`src/rtl/cart_pkg.sv`:
```
// Shared types, widths and slot packing layout for the sale-terminal cart controller.
package cart_pkg;

  localparam int unsigned N_ITEMS = 12;
  localparam int unsigned CNT_W   = 4;
  localparam int unsigned PRICE_W = 16;
  localparam int unsigned TOTAL_W = 20;
  localparam int unsigned ACC_W   = 24;
  localparam int unsigned IDX_W   = 4;
  localparam int unsigned OP_W    = 2;
  localparam int unsigned SLOT_W  = CNT_W + PRICE_W;
  localparam int unsigned PROD_W  = CNT_W + PRICE_W;
  localparam int unsigned NUM_W   = N_ITEMS * SLOT_W;

  // Field offsets inside one packed slot {count, price}
  localparam int unsigned SLOT_PRICE_LSB = 0;
  localparam int unsigned SLOT_CNT_LSB   = PRICE_W;

  localparam logic [CNT_W-1:0]   CNT_MAX   = '1;
  localparam logic [TOTAL_W-1:0] TOTAL_MAX = '1;

  typedef enum logic [OP_W-1:0] {
    OP_ADD       = 2'd0,
    OP_REMOVE    = 2'd1,
    OP_CLEAR     = 2'd2,
    OP_SET_PRICE = 2'd3
  } cart_op_e;

  typedef enum logic [2:0] {
    ST_IDLE       = 3'd0,
    ST_APPLY      = 3'd1,
    ST_SUM        = 3'd2,
    ST_WAIT_FRAME = 3'd3,
    ST_PUBLISH    = 3'd4
  } cart_state_e;

  typedef struct packed {
    cart_op_e           op;
    logic [IDX_W-1:0]   slot;
    logic [PRICE_W-1:0] price;
  } cart_cmd_t;

  typedef struct packed {
    logic [CNT_W-1:0]   count;
    logic [PRICE_W-1:0] price;
  } cart_slot_t;

  // MSB position of slot i in the published numbers bus (slot 0 at the top)
  function automatic int unsigned slot_msb(input int unsigned i);
    return NUM_W - 1 - SLOT_W * i;
  endfunction

endpackage

```
`src/rtl/cart_mac.sv`:
```
// Registered multiply-accumulate with synchronous clear and a saturated, registered result.
module cart_mac
  import cart_pkg::*;
(
  input  logic               CLK,
  input  logic               RST_N,
  input  logic               clr_i,
  input  logic               en_i,
  input  logic [CNT_W-1:0]   count_i,
  input  logic [PRICE_W-1:0] price_i,
  output logic [TOTAL_W-1:0] result_o
);

  logic [PROD_W-1:0]  prod;
  logic [ACC_W-1:0]   acc_q, acc_d;
  logic [TOTAL_W-1:0] result_q, result_d;

  always_comb begin
    prod = PROD_W'(count_i) * PROD_W'(price_i);
  end

  // Clear wins over enable so a new sum always starts from zero
  always_comb begin
    acc_d = acc_q;
    if (clr_i) begin
      acc_d = '0;
    end else if (en_i) begin
      acc_d = acc_q + ACC_W'(prod);
    end
    result_d = (acc_d > ACC_W'(TOTAL_MAX)) ? TOTAL_MAX : acc_d[TOTAL_W-1:0];
  end

  always_ff @(posedge CLK or negedge RST_N) begin
    if (!RST_N) begin
      acc_q    <= '0;
      result_q <= '0;
    end else begin
      acc_q    <= acc_d;
      result_q <= result_d;
    end
  end

  assign result_o = result_q;

endmodule

```
`src/rtl/cart_controller.sv`:
```
// Cart slot store, command FSM and serial total recompute feeding price_writer.
// CART_FRAME_SYNC_EN: hold publish until the next frame_start pulse (tear-free display).
module cart_controller
  import cart_pkg::*;
(
  input  logic               CLK,
  input  logic               RST_N,
  input  logic               cmd_valid,
  output logic               cmd_ready,
  input  logic [OP_W-1:0]    cmd_op,
  input  logic [IDX_W-1:0]   cmd_slot,
  input  logic [PRICE_W-1:0] cmd_price,
  input  logic               frame_start,
  output logic [NUM_W-1:0]   numbers,
  output logic [TOTAL_W-1:0] total_price,
  output logic               busy,
  output logic               err
);

  cart_state_e        state_q, state_d;
  cart_cmd_t          cmd_q, cmd_d;
  logic [IDX_W-1:0]   idx_q, idx_d;
  cart_slot_t         slots_q [N_ITEMS];
  cart_slot_t         slots_d [N_ITEMS];
  logic [NUM_W-1:0]   numbers_q, numbers_d;
  logic [TOTAL_W-1:0] total_q, total_d;
  logic               busy_q, busy_d;
  logic               err_q, err_d;
  logic               ready_q, ready_d;

  logic               slot_ok;
  logic [CNT_W-1:0]   slot_count;
  logic               cmd_bad;
  logic [NUM_W-1:0]   packed_slots;
  logic               mac_clr, mac_en;
  logic [TOTAL_W-1:0] mac_result;

`ifndef CART_FRAME_SYNC_EN
  logic unused_frame_start;
  assign unused_frame_start = frame_start;
`endif

  // Legality of the incoming command, judged against the current slot array
  always_comb begin
    slot_ok    = (cmd_slot < IDX_W'(N_ITEMS));
    slot_count = slot_ok ? slots_q[cmd_slot].count : '0;
    cmd_bad    = 1'b0;
    if (cart_op_e'(cmd_op) != OP_CLEAR) begin
      if (!slot_ok) begin
        cmd_bad = 1'b1;
      end else if (cart_op_e'(cmd_op) == OP_ADD && slot_count == CNT_MAX) begin
        cmd_bad = 1'b1;
      end else if (cart_op_e'(cmd_op) == OP_REMOVE && slot_count == '0) begin
        cmd_bad = 1'b1;
      end
    end
  end

  always_comb begin
    packed_slots = '0;
    for (int i = 0; i < N_ITEMS; i++) begin
      packed_slots[slot_msb(i) -: SLOT_W] = slots_q[i];
    end
  end

  always_comb begin
    state_d   = state_q;
    cmd_d     = cmd_q;
    idx_d     = idx_q;
    slots_d   = slots_q;
    numbers_d = numbers_q;
    total_d   = total_q;
    busy_d    = busy_q;
    err_d     = 1'b0;
    ready_d   = ready_q;
    mac_clr   = 1'b0;
    mac_en    = 1'b0;

    case (state_q)
      ST_IDLE: begin
        if (cmd_valid && ready_q) begin
          cmd_d.op    = cart_op_e'(cmd_op);
          cmd_d.slot  = cmd_slot;
          cmd_d.price = cmd_price;
          err_d       = cmd_bad;
          busy_d      = 1'b1;
          ready_d     = 1'b0;
          state_d     = ST_APPLY;
        end
      end
      // err_q is high exactly in this cycle for a rejected command
      ST_APPLY: begin
        if (err_q) begin
          busy_d  = 1'b0;
          ready_d = 1'b1;
          state_d = ST_IDLE;
        end else begin
          case (cmd_q.op)
            OP_ADD:    slots_d[cmd_q.slot].count = slots_q[cmd_q.slot].count + CNT_W'(1);
            OP_REMOVE: slots_d[cmd_q.slot].count = slots_q[cmd_q.slot].count - CNT_W'(1);
            OP_CLEAR: begin
              for (int i = 0; i < N_ITEMS; i++) begin
                slots_d[i].count = '0;
              end
            end
            OP_SET_PRICE: slots_d[cmd_q.slot].price = cmd_q.price;
            default: ;
          endcase
          mac_clr = 1'b1;
          idx_d   = '0;
          state_d = ST_SUM;
        end
      end
      ST_SUM: begin
        mac_en = 1'b1;
        if (idx_q == IDX_W'(N_ITEMS - 1)) begin
`ifdef CART_FRAME_SYNC_EN
          state_d = ST_WAIT_FRAME;
`else
          state_d = ST_PUBLISH;
`endif
        end else begin
          idx_d = idx_q + IDX_W'(1);
        end
      end
`ifdef CART_FRAME_SYNC_EN
      ST_WAIT_FRAME: begin
        if (frame_start) begin
          state_d = ST_PUBLISH;
        end
      end
`endif
      ST_PUBLISH: begin
        numbers_d = packed_slots;
        total_d   = mac_result;
        busy_d    = 1'b0;
        ready_d   = 1'b1;
        state_d   = ST_IDLE;
      end
      default: begin
        busy_d  = 1'b0;
        ready_d = 1'b1;
        state_d = ST_IDLE;
      end
    endcase
  end

  always_ff @(posedge CLK or negedge RST_N) begin
    if (!RST_N) begin
      state_q   <= ST_IDLE;
      cmd_q     <= '0;
      idx_q     <= '0;
      slots_q   <= '{default: '0};
      numbers_q <= '0;
      total_q   <= '0;
      busy_q    <= 1'b0;
      err_q     <= 1'b0;
      ready_q   <= 1'b1;
    end else begin
      state_q   <= state_d;
      cmd_q     <= cmd_d;
      idx_q     <= idx_d;
      slots_q   <= slots_d;
      numbers_q <= numbers_d;
      total_q   <= total_d;
      busy_q    <= busy_d;
      err_q     <= err_d;
      ready_q   <= ready_d;
    end
  end

  cart_mac u_mac (
    .CLK      (CLK),
    .RST_N    (RST_N),
    .clr_i    (mac_clr),
    .en_i     (mac_en),
    .count_i  (slots_q[idx_q].count),
    .price_i  (slots_q[idx_q].price),
    .result_o (mac_result)
  );

  assign cmd_ready   = ready_q;
  assign numbers     = numbers_q;
  assign total_price = total_q;
  assign busy        = busy_q;
  assign err         = err_q;

endmodule

```
`config.mk`:
```
export PLATFORM = sky130hd
export DESIGN_NAME = cart_controller
export DESIGN_NICKNAME = d
export VERILOG_FILES = /design/src/rtl/cart_pkg.sv /design/src/rtl/cart_mac.sv /design/src/rtl/cart_controller.sv
export SDC_FILE = /design/constraint.sdc
export NUM_CORES = 1
export LEC_CHECK = 0
export CELL_PAD_IN_SITES_DETAIL_PLACEMENT = 0
export CELL_PAD_IN_SITES_GLOBAL_PLACEMENT = 2
export CORE_AREA = 3 3 219 307
export DETAILED_ROUTE_END_ITERATION = 7
export DIE_AREA = 0 0 222 310
export PLACE_DENSITY = 0.91
export SLEW_MARGIN = 20
export SYNTH_ARGS = -nofsm -noshare
export SYNTH_HDL_FRONTEND = slang
export SYNTH_HIERARCHICAL = 1
export SYNTH_SLANG_ARGS = --single-unit
```
`constraint.sdc`:
```
create_clock -name CLK -period 19.5 [get_ports CLK]
set_clock_uncertainty 0.15 [all_clocks]
set_input_delay 3.9 -clock CLK [delete_from_list [all_inputs] [get_ports CLK]]
set_output_delay 3.9 -clock CLK [all_outputs]
set_load 0.02 [all_outputs]
```
==> results.py, run 1 <==
metrics = {
    "critical_path": {
        "reg2reg_to": "u_mac/result_o[1]$_DFF_PN0_",
        "criticalPathCategory": "reg -> reg",
        "crit_path_max_fanout": 35,
        "worst-endpoint-required_ns": 19.84,
        "cp_data_arrival_time_ns": 7.90,
        "worst_setup_path_start_kind": "flip-flop",
        "critPathCaptureType": "flip-flop",
        "r2r_start": "idx_q[0]$_DFFE_PN0P_",
        "crit_path_start": "idx_q[0]$_DFFE_PN0P_",
        "worst_reg_to_reg_path_cell_count": 18,
        "reg2reg_slack_ns": 11.94,
    },
    "status": {
        "outcome": "finished, final reports clean",
    },
    "timing": {
        "max_freq_mhz": 132,
        "setup-tns-final_ns": 0,
        "setup_violations": 0,
        "worst_slew_pin_slew_ns": 1.27,
        "hold_violations": 0,
        "timing_max_transition_violations_final": 0,
        "timing.final.ws_setup_ns": 11.94,
        "worst_slew_margin_rel": 0.150,
        "finalWorstPathRequiredPeriod_ns": 7.56,
        "final_cycle_share": 0.388,
        "setup_repair_after_global_routing_missed_its_margin": "no",
    },
    "clock_network": {
        "cts_repair_resize_count": 0,
        "post-cts-setup-buffers": 0,
        "clock_latency_ns": 0.64,
        "clk_path_buf_depth": 3,
        "cts_num_sinks": 576,
        "cts-hold-fix-buffers": 0,
        "clkTransAtPathRegs_ns": 0.06,
        "clock_tree.root_cell": "sky130_fd_sc_hd__clkbuf_16",
        "cts_max_level": 2,
        "cts_made_buffers": 54,
        "cts_tree": "built",
    },
    "global_route": {
        "grt_pass1_wl_um": 121000,
        "globalRouteTotalUtil": 0.228,
        "number_of_global_route_vias_before_repair": 19104,
        "maximum_number_of_pins_on_one_net_before_global_route_repair": 182,
        "antenna_violations_before_repair": 0,
        "globalRoute.totalOverflow": 0,
    },
    "finish": {
        "leading_cell_type_in_the_layout_fill_and_taps_excluded": "sky130_fd_sc_hd__dfrtp_1",
        "drive_gt1_frac": 0.290,
        "fin_nets": 2476,
        "syn2layout_area_growth_pct": 20.4,
        "most_frequent_cells_in_the_layout": "573 x sky130_fd_sc_hd__dfrtp_1, 457 x sky130_fd_sc_hd__mux2_2, 286 x sky130_fd_sc_hd__clkdlybuf4s50_1",
        "layout.filler_cells": 5550,
    },
    "routing": {
        "dr.pass1.iters": 5,
        "route.vias.total": 17976,
        "dr.first_iter.drc_count": 1149,
        "drc_errors": 0,
        "drt-wirelength-per-cell_um": 24.1,
        "drtAntennaViolNets": 0,
        "via_per_instance_ratio": 5.52,
        "routed_wire_length_um": 78600,
    },
    "synthesis": {
        "synth-seq-area-share": 0.521,
        "library_cells_used_by_synthesis": 76,
        "synthCells": 2117,
        "syn_avg_cell_area_um2": 13.1,
        "yosysWarningCount": 6,
        "asyncSetResetFlopFracSynth": 1.00,
        "synth_top_cell_by_area": "sky130_fd_sc_hd__dfrtp_1",
        "synth-seq-cells": 576,
        "mappedNetlistArea_um2": 27700,
        "flip_flop_cell_with_the_highest_count_after_synthesis": "sky130_fd_sc_hd__dfrtp_1",
        "mappedNetlistNets": 2221,
        "synth_edf_count": 0,
        "synth.top_cells.by_area": "sky130_fd_sc_hd__dfrtp_1 52%, sky130_fd_sc_hd__mux2_2 19%, sky130_fd_sc_hd__mux4_2 6.1%, sky130_fd_sc_hd__fa_1 3.3%, sky130_fd_sc_hd__nand2_1 2.6%",
        "synth.top_cell.area_share": 0.520,
    },
    "floorplan": {
        "start_util": 0.429,
        "core_area_um2": 64500,
        "rows": 110,
        "die_width_um": 222,
        "die_y_um": 310,
        "die_area_um2": 68800,
        "top_level_ports": 289,
    },
    "worst_hold_path": {
        "hold_class": "reg -> reg",
        "hold_path_depth": 1,
        "min_to": "total_price[19]$_DFFE_PN0N_",
        "min-delay-start": "u_mac/result_o[19]$_DFF_PN0_",
    },
    "power": {
        "switching_share": 0.217,
        "comb_power_share": 0.014,
        "sequential_share_of_power": 0.508,
        "p_int_w": 0.00184,
        "net-switching-power_w": 0.000510,
        "pleak_nw": 15.6,
        "pwr_density_cell_nw_per_um2": 70.6,
        "power.ir.vdd_worst_mv": 0.0772,
        "power.share.clock": 0.478,
    },
    "place": {
        "dpl_worst_slack_ns": 11.80,
        "port-buffer-count": 287,
        "detailed_place_hpwl_um": 55500,
        "gp_congestion": 0.907,
    },
    "flow_run": {
        "max-cap-violations": 0,
    },
}
==> power by group through the flow <==
stage	sequential [W]	combinational, W	clock [W]
final	0.00119	0.0000333	0.00112
after global routing	0.00119	0.0000387	0.00120
after CTS	0.00119	0.0000352	0.00115
after detailed placement	0.00122	0.0000353	0
after global placement	0.00122	0.0000343	0
after floorplan	0.00122	0.00000266	0
==> metal layers <==
| layer | track usage | share of wire | vias up | wire length, um |
|---|---|---|---|---|
| li1 | - | - | 7944 | - |
| met1 | 0.285 | 0.41 | 9425 | 31800 |
| met2 | 0.392 | 0.50 | 471 | 39400 |
| met3 | 0.0424 | 0.048 | 136 | 3800 |
| met4 | 0.0922 | 0.045 | 0 | 3510 |
| met5 | 0 | 0 | - | 0 |
==> synthesized netlist by cell type (15+ instances only) <==
library cell / instances
sky130_fd_sc_hd__nand3_1: 19
sky130_fd_sc_hd__mux4_2: 75
sky130_fd_sc_hd__mux2i_1: 44
sky130_fd_sc_hd__nor3_1: 15
sky130_fd_sc_hd__a21oi_1: 23
sky130_fd_sc_hd__inv_1: 98
sky130_fd_sc_hd__dfrtp_1: 575
sky130_fd_sc_hd__buf_2: 18
sky130_fd_sc_hd__nand2_1: 192
sky130_fd_sc_hd__clkbuf_1: 97
sky130_fd_sc_hd__nor2_1: 65
sky130_fd_sc_hd__or2_1: 15
sky130_fd_sc_hd__and2_1: 56
sky130_fd_sc_hd__ha_1: 33
sky130_fd_sc_hd__mux2_2: 457
sky130_fd_sc_hd__fa_1: 45
sky130_fd_sc_hd__o21ai_0: 87
==> logic make-up after synthesis <==
kind of cell	after synthesis	share of synthesized area
compound gates	207	0.0495
xor+xnor	22	0.00723
fa+ha+maj	78	0.0474
buf+inv	229	0.0331
flops	576	0.521
mux	586	0.271
simple gates	419	0.0711
==> per-stage QoR <==
| step | hold slack (ns) | util | std cells | cell area [um2] | total power (W) |
|---|---|---|---|---|---|
| global placement | 0.312 | 0.487 | 3156 | 31400 | 0.00125 |
| detailed placement | 0.313 | 0.487 | 3156 | 31400 | 0.00125 |
| floorplan | 0.304 | - | 2117 | 27700 | 0.00122 |
| finish | 0.326 | 0.516 | 3255 | 33300 | 0.00235 |
| CTS | 0.329 | 0.516 | 3254 | 33300 | 0.00238 |
| global route | 0.350 | 0.516 | 3254 | 33300 | 0.00243 |
==> worst max-delay path, stage by stage (launching register included) <==
cell,delay (ns)
sky130_fd_sc_hd__dfrtp_4,0.83
sky130_fd_sc_hd__buf_4,0.74
sky130_fd_sc_hd__mux4_2,0.64
sky130_fd_sc_hd__mux2i_1,0.23
sky130_fd_sc_hd__o21ai_0,0.41
sky130_fd_sc_hd__and2_1,0.36
sky130_fd_sc_hd__fa_1,0.44
sky130_fd_sc_hd__fa_1,0.62
sky130_fd_sc_hd__inv_1,0.07
sky130_fd_sc_hd__fa_1,0.47
sky130_fd_sc_hd__inv_1,0.04
sky130_fd_sc_hd__ha_1,0.38
sky130_fd_sc_hd__o21a_1,0.21
sky130_fd_sc_hd__o31ai_4,0.12
sky130_fd_sc_hd__o22a_2,0.27
sky130_fd_sc_hd__a211oi_1,0.34
sky130_fd_sc_hd__mux2i_1,0.29
sky130_fd_sc_hd__nand4_2,0.40
sky130_fd_sc_hd__or2_1,0.37
==> how the worst max path moves through the flow <==
| stage | slack (ns) | end |
|---|---|---|
| final | 11.94 | u_mac/result_o[1]$_DFF_PN0_ |
| after global routing | 11.59 | u_mac/result_o[6]$_DFF_PN0_ |
| after CTS | 11.78 | u_mac/result_o[6]$_DFF_PN0_ |
| after detailed placement | 11.80 | u_mac/result_o[12]$_DFF_PN0_ |
| after global placement | 11.85 | u_mac/result_o[6]$_DFF_PN0_ |
| after floorplan | 13.26 | u_mac/result_o[12]$_DFF_PN0_ |
==> area by class of cell <==
type / instances / area [um2] / share of cell area
antenna: 1 / 2.50 / 0.0000751
clock buffer: 75 / 1550 / 0.0465
clock inverter: 23 / 349 / 0.0105
inverter: 99 / 372 / 0.0111
multi-input combinational: 1312 / 12400 / 0.371
sequential: 576 / 14400 / 0.433
tap: 840 / 1050 / 0.0315
timing repair buffer: 329 / 3220 / 0.0966
(Power assumes the default switching activity.)
==> run 2: changes to the inputs <==
--- a/config.mk
+++ b/config.mk
@@ -7,10 +7,10 @@
 export LEC_CHECK = 0
 export CELL_PAD_IN_SITES_DETAIL_PLACEMENT = 0
 export CELL_PAD_IN_SITES_GLOBAL_PLACEMENT = 2
-export CORE_AREA = 3 3 219 307
+export CORE_AREA = 3 3 239 335
 export DETAILED_ROUTE_END_ITERATION = 7
-export DIE_AREA = 0 0 222 310
-export PLACE_DENSITY = 0.91
+export DIE_AREA = 0 0 242 338
+export PLACE_DENSITY = 0.82
 export SLEW_MARGIN = 20
 export SYNTH_ARGS = -nofsm -noshare
 export SYNTH_HDL_FRONTEND = slang
==> constraint.sdc (replaced) <==
create_clock -name CLK -period 6.55 [get_ports CLK]
set_clock_uncertainty 0.15 [all_clocks]
set_input_delay 1.31 -clock CLK [delete_from_list [all_inputs] [get_ports CLK]]
set_output_delay 1.31 -clock CLK [all_outputs]
set_load 0.02 [all_outputs]
==> results.py, run 2 (same netlist as run 1, synthesis figures left out) <==
metrics = {
    "routing": {
        "route.vias.total": 18225,
        "drtAntennaViolNets": 0,
        "dr.pass1.iters": 5,
        "via_per_instance_ratio": 5.18,
        "drt-wirelength-per-cell_um": 23.3,
        "routed_wire_length_um": 81900,
        "dr.first_iter.drc_count": 1062,
        "drc_errors": 0,
    },
    "clock_network": {
        "cts_num_sinks": 576,
        "clk_path_buf_depth": 3,
        "cts_max_level": 2,
        "clock_latency_ns": 0.67,
        "cts_tree": "built",
        "cts-hold-fix-buffers": 0,
        "clkTransAtPathRegs_ns": 0.06,
        "clock_tree.root_cell": "sky130_fd_sc_hd__clkbuf_16",
        "cts_made_buffers": 58,
        "post-cts-setup-buffers": 0,
    },
    "flow_run": {
        "max-cap-violations": 0,
    },
    "worst_hold_path": {
        "hold_path_depth": 1,
        "hold_class": "reg -> reg",
    },
    "finish": {
        "most_frequent_cells_in_the_layout": "573 x sky130_fd_sc_hd__dfrtp_1, 457 x sky130_fd_sc_hd__mux2_2, 286 x sky130_fd_sc_hd__clkdlybuf4s50_1",
        "final_design_area_no_fill_um2": 34200,
        "layout.filler_cells": 7160,
        "syn2layout_area_growth_pct": 23.5,
        "area_taken_by_multi_input_logic_gates_um2": 12400,
        "fin_nets": 2524,
        "leading_cell_type_in_the_layout_fill_and_taps_excluded": "sky130_fd_sc_hd__dfrtp_1",
        "area.sequential_um2": 14400,
        "drive_gt1_frac": 0.305,
    },
    "critical_path": {
        "worst_reg_to_reg_path_cell_count": 20,
        "crit_path_max_fanout": 19,
        "worst_setup_path_start_kind": "flip-flop",
        "criticalPathCategory": "reg -> reg",
        "critPathCaptureType": "flip-flop",
        "worst-endpoint-required_ns": 6.89,
        "cp_data_arrival_time_ns": 6.57,
    },
    "place": {
        "detailed_place_hpwl_um": 59100,
        "gp_congestion": 0.902,
        "port-buffer-count": 287,
        "dpl-instance-area_um2": 32100,
    },
    "floorplan": {
        "rows": 121,
        "die_width_um": 242,
        "die_area_um2": 81800,
        "start_util": 0.357,
        "top_level_ports": 289,
        "die_y_um": 338,
        "core_area_um2": 77500,
    },
    "timing": {
        "setup_violations": 0,
        "worst_slew_pin_slew_ns": 1.14,
        "hold_violations": 0,
        "max_freq_mhz": 160,
        "timing_max_transition_violations_final": 0,
        "setup-tns-final_ns": 0,
        "finalWorstPathRequiredPeriod_ns": 6.23,
        "final_cycle_share": 0.951,
        "setup_repair_after_global_routing_missed_its_margin": "no",
        "worst_slew_margin_rel": 0.240,
    },
    "global_route": {
        "grt_pass1_wl_um": 124000,
        "globalRoute.totalOverflow": 0,
        "number_of_global_route_vias_before_repair": 19245,
        "globalRouteTotalUtil": 0.198,
        "antenna_violations_before_repair": 0,
        "maximum_number_of_pins_on_one_net_before_global_route_repair": 188,
    },
    "power": {
        "power.ir.vdd_worst_mv": 0.195,
        "pleak_nw": 15.9,
        "pwr_density_cell_nw_per_um2": 211,
    },
    "status": {
        "outcome": "finished, final reports clean",
    },
}
## run 2: cell types whose count changed in the layout (fill, tap and decap cells not counted), moves of 2 or more
cell,previous run,this run
sky130_fd_sc_hd__buf_12,2,10
sky130_fd_sc_hd__buf_4,39,76
sky130_fd_sc_hd__inv_6,0,2
sky130_fd_sc_hd__bufinv_16,6,8
sky130_fd_sc_hd__clkinvlp_4,2,7
sky130_fd_sc_hd__clkinv_2,9,12
sky130_fd_sc_hd__clkbuf_16,54,58
sky130_fd_sc_hd__clkbuf_8,12,7
## run 2: stage by stage
| stage | hold WS [ns] | instances | utilization | setup slack (ns) | power [W] |
|---|---|---|---|---|---|
| 4_1_cts | 0.325 | 3514 | 0.441 | 0.268 | 0.00734 |
| 2_1_floorplan | 0.304 | 2117 | - | 0.307 | 0.00363 |
| 3_3_place_gp | 0.314 | 3405 | 0.414 | 0.365 | 0.00373 |
| 6_report | 0.325 | 3516 | 0.441 | 0.319 | 0.00723 |
| 5_1_grt | 0.341 | 3514 | 0.441 | 0.000957 | 0.00749 |
| 3_5_place_dp | 0.312 | 3405 | 0.414 | 0.272 | 0.00373 |
## run 2: cell type report
cell class | instances | share of cell area
Antenna cell | 2 | 0.000146
Clock buffer | 75 | 0.0464
Clock inverter | 34 | 0.0140
Inverter | 99 | 0.0109
Multi-Input combinational cell | 1312 | 0.362
Sequential cell | 576 | 0.422
Tap cell | 1045 | 0.0382
Timing Repair Buffer | 373 | 0.107
## run 2: critical path, stage by stage, from the launching register on
cell and delay, ns:
sky130_fd_sc_hd__dfrtp_4 0.59, sky130_fd_sc_hd__buf_12 0.24, sky130_fd_sc_hd__mux4_2 0.54, sky130_fd_sc_hd__mux2i_1 0.24
sky130_fd_sc_hd__o21ai_0 0.27, sky130_fd_sc_hd__and2_1 0.26, sky130_fd_sc_hd__fa_1 0.39, sky130_fd_sc_hd__fa_1 0.54
sky130_fd_sc_hd__inv_1 0.06, sky130_fd_sc_hd__fa_1 0.47, sky130_fd_sc_hd__inv_1 0.04, sky130_fd_sc_hd__ha_1 0.34
sky130_fd_sc_hd__a21o_1 0.21, sky130_fd_sc_hd__a31o_1 0.21, sky130_fd_sc_hd__a221oi_2 0.32, sky130_fd_sc_hd__o22a_2 0.28
sky130_fd_sc_hd__o221ai_2 0.12, sky130_fd_sc_hd__mux2i_2 0.23, sky130_fd_sc_hd__nand4_2 0.15, sky130_fd_sc_hd__buf_4 0.21
sky130_fd_sc_hd__or2_1 0.22
## run 2: path summary, 6_finish.rpt
kind | from | slack (ns) | end
worst max-delay path | idx_q[0]$_DFFE_PN0P_ | 0.32 | u_mac/result_o[7]$_DFF_PN0_
worst min-delay path | u_mac/result_o[11]$_DFF_PN0_ | 0.32 | total_price[11]$_DFFE_PN0N_
worst max register to register | idx_q[0]$_DFFE_PN0P_ | 0.32 | u_mac/result_o[7]$_DFF_PN0_
worst min register to register | u_mac/result_o[11]$_DFF_PN0_ | 0.32 | total_price[11]$_DFFE_PN0N_
max in group asynchronous | RST_N | 4.57 | u_mac/acc_q[4]$_DFF_PN0_
min in group asynchronous | RST_N | 0.53 | total_price[5]$_DFFE_PN0N_
## run 2: power breakdown
group / switching (W) / internal, W
Clock: 0.00152 / 0.00205
Combinational: 0.0000804 / 0.0000233
Sequential: 0 / 0.00356
## run 2: repair_timing
item	in CTS	in global routing
hold endpoints to repair	0	0
gates resized for setup	0	2
endpoints found under the setup margin	0	18
## run 2: routing by layer
metal / vias up / wire length [um] / track usage
met3: 122 / 4130 / 0.0389
met1: 9570 / 34100 / 0.250
met5: - / 0 / 0
met4: 0 / 2690 / 0.0637
li1: 8066 / - / -
met2: 467 / 40900 / 0.345
